$ cat config.mk
export PLATFORM = sky130hd
export DESIGN_NAME = id_ex_stage_reg
export DESIGN_NICKNAME = d
export VERILOG_FILES = /design/src/rtl/id_ex_stage_reg.sv
export SDC_FILE = /design/constraint.sdc
export NUM_CORES = 1
export LEC_CHECK = 0
export CAP_MARGIN = 20
export CORE_MARGIN = 2
export CORE_UTILIZATION = 42
export CTS_CLUSTER_SIZE = 25
export DETAILED_ROUTE_END_ITERATION = 8
export GPL_TIMING_DRIVEN = 0
export PLACE_DENSITY = 0.93
export SLEW_MARGIN = 10
export SYNTH_ARGS = -nofsm -noshare
export SYNTH_HDL_FRONTEND = slang
export SYNTH_SLANG_ARGS = --single-unit
export TNS_END_PERCENT = 10
$ cat constraint.sdc
create_clock -name clk -period 4.4 [get_ports clk]
set_clock_uncertainty 0.2 [all_clocks]
set_input_delay 0.66 -clock clk [delete_from_list [all_inputs] [get_ports clk]]
set_output_delay 0.66 -clock clk [all_outputs]
set_load 0.02 [all_outputs]
$ cat src/rtl/id_ex_stage_reg.sv
// ID/EX pipeline register: captures decoded fields for the execute stage,
// detects load-use hazards against the instruction in decode, and inserts
// bubbles on branch flush or load-use stall while honouring downstream hold.
// Optional feature macro: ID_EX_PERF_EN enables a saturating bubble counter;
// without it bubble_cnt is tied to zero and no counter flops exist.
module id_ex_stage_reg #(
  parameter int unsigned DATA_W = 32,
  parameter int unsigned PC_W   = 9,
  parameter int unsigned RA_W   = 5,
  parameter int unsigned CNT_W  = 16
) (
  input  logic              clk,
  input  logic              rst_n,
  input  logic              id_valid,
  input  logic [PC_W-1:0]   id_pc,
  input  logic [DATA_W-1:0] id_rd1,
  input  logic [DATA_W-1:0] id_rd2,
  input  logic [DATA_W-1:0] id_imm,
  input  logic [RA_W-1:0]   id_rs1,
  input  logic [RA_W-1:0]   id_rs2,
  input  logic [RA_W-1:0]   id_rd,
  input  logic [2:0]        id_funct3,
  input  logic [6:0]        id_funct7,
  input  logic [1:0]        id_aluop,
  input  logic [5:0]        id_ctrl,
  input  logic              hold,
  input  logic              flush,
  output logic              ex_valid,
  output logic [PC_W-1:0]   ex_pc,
  output logic [DATA_W-1:0] ex_rd1,
  output logic [DATA_W-1:0] ex_rd2,
  output logic [DATA_W-1:0] ex_imm,
  output logic [RA_W-1:0]   ex_rs1,
  output logic [RA_W-1:0]   ex_rs2,
  output logic [RA_W-1:0]   ex_rd,
  output logic [2:0]        ex_funct3,
  output logic [6:0]        ex_funct7,
  output logic [1:0]        ex_aluop,
  output logic [5:0]        ex_ctrl,
  output logic              lu_stall,
  output logic [CNT_W-1:0]  bubble_cnt
);

  // Bit position of memread inside {alusrc,memread,memwrite,memtoreg,regwrite,branch}
  localparam int unsigned CTRL_MEMREAD = 4;

  typedef enum logic [1:0] {
    ACT_CAPTURE,
    ACT_HOLD,
    ACT_BUBBLE
  } act_e;

  act_e act;

  logic              valid_q,  valid_d;
  logic [PC_W-1:0]   pc_q,     pc_d;
  logic [DATA_W-1:0] rd1_q,    rd1_d;
  logic [DATA_W-1:0] rd2_q,    rd2_d;
  logic [DATA_W-1:0] imm_q,    imm_d;
  logic [RA_W-1:0]   rs1_q,    rs1_d;
  logic [RA_W-1:0]   rs2_q,    rs2_d;
  logic [RA_W-1:0]   rd_q,     rd_d;
  logic [2:0]        funct3_q, funct3_d;
  logic [6:0]        funct7_q, funct7_d;
  logic [1:0]        aluop_q,  aluop_d;
  logic [5:0]        ctrl_q,   ctrl_d;

  // Load-use hazard: load in EX writes a non-x0 register read by decode
  always_comb begin
    lu_stall = valid_q & ctrl_q[CTRL_MEMREAD] & (rd_q != '0) & id_valid &
               ((rd_q == id_rs1) | (rd_q == id_rs2)) & ~flush;
  end

  // Per-edge action: flush beats hold, hold beats load-use bubble
  always_comb begin
    act = ACT_CAPTURE;
    if (flush) begin
      act = ACT_BUBBLE;
    end else if (hold) begin
      act = ACT_HOLD;
    end else if (lu_stall) begin
      act = ACT_BUBBLE;
    end
  end

  // Next-state contents of the stage register
  always_comb begin
    valid_d  = valid_q;
    pc_d     = pc_q;
    rd1_d    = rd1_q;
    rd2_d    = rd2_q;
    imm_d    = imm_q;
    rs1_d    = rs1_q;
    rs2_d    = rs2_q;
    rd_d     = rd_q;
    funct3_d = funct3_q;
    funct7_d = funct7_q;
    aluop_d  = aluop_q;
    ctrl_d   = ctrl_q;
    unique case (act)
      ACT_BUBBLE: begin
        valid_d  = 1'b0;
        pc_d     = '0;
        rd1_d    = '0;
        rd2_d    = '0;
        imm_d    = '0;
        rs1_d    = '0;
        rs2_d    = '0;
        rd_d     = '0;
        funct3_d = '0;
        funct7_d = '0;
        aluop_d  = '0;
        ctrl_d   = '0;
      end
      ACT_CAPTURE: begin
        // An invalid decode slot keeps its fields but can never write or access memory
        valid_d  = id_valid;
        pc_d     = id_pc;
        rd1_d    = id_rd1;
        rd2_d    = id_rd2;
        imm_d    = id_imm;
        rs1_d    = id_rs1;
        rs2_d    = id_rs2;
        rd_d     = id_valid ? id_rd : '0;
        funct3_d = id_funct3;
        funct7_d = id_funct7;
        aluop_d  = id_aluop;
        ctrl_d   = id_valid ? id_ctrl : '0;
      end
      default: begin
      end
    endcase
  end

  // Stage register with asynchronous clear
  always_ff @(posedge clk or negedge rst_n) begin
    if (!rst_n) begin
      valid_q  <= 1'b0;
      pc_q     <= '0;
      rd1_q    <= '0;
      rd2_q    <= '0;
      imm_q    <= '0;
      rs1_q    <= '0;
      rs2_q    <= '0;
      rd_q     <= '0;
      funct3_q <= '0;
      funct7_q <= '0;
      aluop_q  <= '0;
      ctrl_q   <= '0;
    end else begin
      valid_q  <= valid_d;
      pc_q     <= pc_d;
      rd1_q    <= rd1_d;
      rd2_q    <= rd2_d;
      imm_q    <= imm_d;
      rs1_q    <= rs1_d;
      rs2_q    <= rs2_d;
      rd_q     <= rd_d;
      funct3_q <= funct3_d;
      funct7_q <= funct7_d;
      aluop_q  <= aluop_d;
      ctrl_q   <= ctrl_d;
    end
  end

  // Output wiring
  always_comb begin
    ex_valid  = valid_q;
    ex_pc     = pc_q;
    ex_rd1    = rd1_q;
    ex_rd2    = rd2_q;
    ex_imm    = imm_q;
    ex_rs1    = rs1_q;
    ex_rs2    = rs2_q;
    ex_rd     = rd_q;
    ex_funct3 = funct3_q;
    ex_funct7 = funct7_q;
    ex_aluop  = aluop_q;
    ex_ctrl   = ctrl_q;
  end

`ifdef ID_EX_PERF_EN
  logic [CNT_W-1:0] bubble_cnt_q, bubble_cnt_d;

  // Count loaded bubbles, saturating at all-ones
  always_comb begin
    bubble_cnt_d = bubble_cnt_q;
    if ((act == ACT_BUBBLE) && (bubble_cnt_q != '1)) begin
      bubble_cnt_d = bubble_cnt_q + CNT_W'(1);
    end
  end

  // Bubble counter register, cleared only by reset
  always_ff @(posedge clk or negedge rst_n) begin
    if (!rst_n) begin
      bubble_cnt_q <= '0;
    end else begin
      bubble_cnt_q <= bubble_cnt_d;
    end
  end

  // Counter output
  always_comb begin
    bubble_cnt = bubble_cnt_q;
  end
`else
  // Counter disabled: port tied off
  always_comb begin
    bubble_cnt = '0;
  end
`endif

endmodule

* Yosys cells after proc, flatten, opt, wreduce, memory -nomap -nowiden
Cells that the tools add are included. W data, S select, Z words.
Storage, ports and cells: register bits after elaboration 139, bits of input ports 143, output and inout bits 156, word-level logic and storage cells 42
Cells by class: equality and inequality tests 3, multiplexer cells 17, bitwise operators 7, reductions and logical operators 3
Operators by type and width (number):
- $pmux W32 S2 | 3
- $pmux W5 S2 | 3
- $pmux W9 S2 | 1
- $pmux W7 S2 | 1
- $pmux W6 S2 | 1
- $eq A5 B5 Y1 | 2
- $mux W2 | 3
- $mux W6 | 1
- $pmux W3 S2 | 1
- $and A1 B1 Y1 | 5
- $mux W5 | 1
- $reduce_bool A5 Y1 | 1
- $pmux W2 S2 | 1
- $eq A2 B2 Y1 const B | 1
- $logic_not A2 Y1 | 1
- $pmux W1 S2 | 1
- $reduce_bool A2 Y1 | 1
- $not A1 Y1 | 1
- $or A1 B1 Y1 | 1

* Depth between registers and ports, before layout
depth in word-level cells 10, depth in mapped cells 7

* Worst setup path after synthesis
Ideal clock, no wire load.
path kind input -> output, start input port id_rs1[4], end output port lu_stall, data arrival time 1.804 ns, required time 3.540 ns, slack 1.736 ns, cell stages on the path 7, path through xnor2_1 nand3_1 nor3_1 o21ai_2 buf_6 buf_2 nor2_1
On the way: word-level cells in the longest chain between the ends 4
Ends and longest elaborated chain:
- from (decl) | line 19 | input logic [RA_W-1:0] id_rs1,
- $eq A5 B5 Y1 | line 71 | ((rd_q == id_rs1) | (rd_q == id_rs2)) & ~flush;
- $or A1 B1 Y1 | line 71
- $and A1 B1 Y1 | line 70 | lu_stall = valid_q & ctrl_q[CTRL_MEMREAD] & (rd_q != '0) & id_valid &
- $and A1 B1 Y1 | line 71
- to (decl) | line 40 | output logic lu_stall,
No other way between the ends.

* Final worst setup path
start input port id_rs1[0], end output port lu_stall
The elaborated chain is that of the path after synthesis.

==> impl_metrics.toml <==
[clock_network]
hold_buffers = 0
post-cts-setup-buffer-count = 0
clk_pin_slew_ns = 0.05
cts_tree = "built"
clkLatencyLatePin_ns = 0.41
cts_buffers = 17
clock-sinks = 139
htree_levels = 4
clock_path_buffers = 2
cts_root_buf = "clkbuf_16"
cts_resized = 0

[routing]
firstDrtPassIters = 5
num_vias = 4962
ant_nets = 0
detail_route.wl_per_cell_um = 20.2
drt_iter0_markers = 363
routed_wl_mm = 17.7
vias_per_cell = 5.66
drc = 0

[floorplan]
pin_count = 299
core_area_um2 = 12700
die-width_um = 118
num_rows = 41
start_util_pct = 43.0
dieArea_um2 = 13900
die_h_um = 118

[sta]
setup_viol = 0
fmax_mhz = 259
worst_pin_slew_ns = 0.734
rsz0062_at_grt = "no"
drv_slew = 0
hold_viol = 0
slew_headroom_pct = 51.1
fin_tns_setup_ns = 0
finalCritPeriodShare_pct = 87.8
fin_crit_ns = 3.86

[layout]
design_area_um2 = 9140
mostFrequentLayoutCells = "clkdlybuf4s50_1 (281), dfrtp_1 (139), a32o_1 (128)"
drive_above_1_share_pct = 8.66
nets = 834
area_delta_synth_final_pct = 67.6
layout_commonest_cell = "clkdlybuf4s50_1"
finalNonFillerCells = 876
final-seq-area_um2 = 3480
multi_input_area_um2 = 1660
fillers = 829
antenna_cells = 0

[logic_synthesis]
netlist_instances = 374
yosysWarnings = 0
synth_seq_cells = 139
synth_simple_gate_area_share_pct = 2.13
synth_area_per_cell_um2 = 14.6
synth_top_family_by_area = "compound AO/OA/AOI/OAI gates"
synth_compound_area_share_pct = 25.5
ys_seq_area_share_pct = 63.8
synthAdderAreaFrac_pct = 0
synth-xor-area-share_pct = 1.61
synth.distinct_cells = 17
syn_area_um2 = 5450
synthMuxAreaShare_pct = 0

[setup_path]
max_stage_delay_ns = 0.66
arrival_ns = 3.00
rr_endpoint = "ex_rd2[5]$_DFFE_PN0P_"
path_class = "primary input to output port"
worstPathMaxFanout = 10
rrSetupSlack_ns = 2.31
crit_path_start_kind = "primary input"
cp_common_cell = "clkdlybuf4s50_1"
r2r_start = "ex_rd[4]$_DFFE_PN0P_"
reg2regPathDepth = 7
cp-end-kind = "output port"
cpMaxStageDelayCell = "clkdlybuf4s50_1"
worstPathCellList = "clkdlybuf4s50_1, xnor2_1, nand3_1, nor3_1, o21ai_2, buf_6, buf_2, nor2_1, clkdlybuf4s50_1"
required_ns = 3.54

[global_route]
antenna_found_initial = 0
grt_max_degree = 72
grt.total_usage_pct = 25.7
grt_pass1_vias = 5165
overflow = 0
grt_pass1_wl_mm = 27.9

[place]
gp_congestion = 0.835
place_area_um2 = 8570
placed_cells = 844
io_buffers = 282
dp_hpwl_mm = 13.2

[hold_path]
hp-class = "primary input to asynchronous set/reset pin"

[run]
cap_violations = 0

[power]
vdd_ir_drop_max_v = 0.000245
p_per_area_nw_per_um2 = 363
p_leak_nw = 3.85

[status]
status = "finished, final reports clean"
[worst max-delay path by stage]
stage	slack (ns)	startpoint	to
floorplan	1.74	id_rs1[4]	lu_stall
global placement	-2.54	rst_n	ex_rd1[6]$_DFFE_PN0P_
detailed placement	0.61	id_rs1[0]	lu_stall
CTS	0.53	id_rs1[0]	lu_stall
global route	0.38	id_rs1[0]	lu_stall
finish	0.54	id_rs1[0]	lu_stall
[power by group]
| part | total [mW] | internal (mW) | switching, mW |
|---|---|---|---|
| Combinational | 0.561 | 0.305 | 0.257 |
| Clock | 1.37 | 0.859 | 0.508 |
| Sequential | 1.39 | 1.35 | 0.0438 |
| Total | 3.32 | 2.51 | 0.808 |
[synthesized netlist by cell type, drive strengths merged]
cell type  count  area (µm²)
buf           31         258
nand3          3        15.0
xor2           4        35.0
clkbuf        31         116
dfrtp        139        3480
a21oi          1        5.00
a32o         128        1280
xnor2          6        52.6
nor2b          1        6.26
and3          11        68.8
a22o          11        96.3
nor3           3        15.0
conb           1        3.75
o21ai          1        8.76
nor2           3        11.3
[registers in the layout, summed over array words and instances, names as in the netlist]
signal     count
ex_valid       1
ex_rd          5
ex_rs1         5
ex_funct3      3
ex_rd1        32
ex_aluop       2
ex_rs2         5
ex_ctrl        6
ex_funct7      7
ex_rd2        32
ex_imm        32
ex_pc          9
[critical path: cells and delay by family]
| family | cells | cell delay (ns) |
|---|---|---|
| AND/OR/NAND/NOR | 3 | 0.48 |
| AO/OA/AOI/OAI | 1 | 0.15 |
| XOR/XNOR | 1 | 0.13 |
| buffers and inverters | 4 | 1.57 |
[routing by layer]
metal | vias up | track usage (%) | share of wire, %
li1 | 2138 | - | -
met3 | 54 | 7.70 | 7.8
met4 | 0 | 13.2 | 3.8
met1 | 2513 | 28.5 | 36
met2 | 257 | 44.5 | 52
met5 | - | 0 | 0
[cell families (layout without fill, tap and decap cells)]
| group | after synthesis | count (layout) |
|---|---|---|
| AO/OA/AOI/OAI | 141 | 141 |
| flip-flops | 139 | 139 |
| buffers and inverters | 62 | 377 |
| AND/OR/NAND/NOR | 21 | 21 |
| XOR/XNOR | 10 | 10 |
| other | 1 | 16 |
[final cells by class]
class	instances	area share, %
Clock buffer	24	5.16
Tap cell	172	2.35
Sequential cell	139	38.1
Timing Repair Buffer	283	31.2
Buffer	62	4.09
Clock inverter	8	1.01
Multi-Input combinational cell	188	18.1
[stage by stage]
step                worst slack (ns)  hold WS [ns]  power [mW]  util (%)
floorplan                       1.74         0.164        1.63         -
global placement               -2.54         0.272        1.95      67.4
detailed placement             0.607         0.280        1.97      67.7
CTS                            0.526        0.0616        3.34      72.1
global route                   0.376         0.107        3.42      72.1
finish                         0.537        0.0433        3.32      72.1
(Power assumes the default switching activity.)
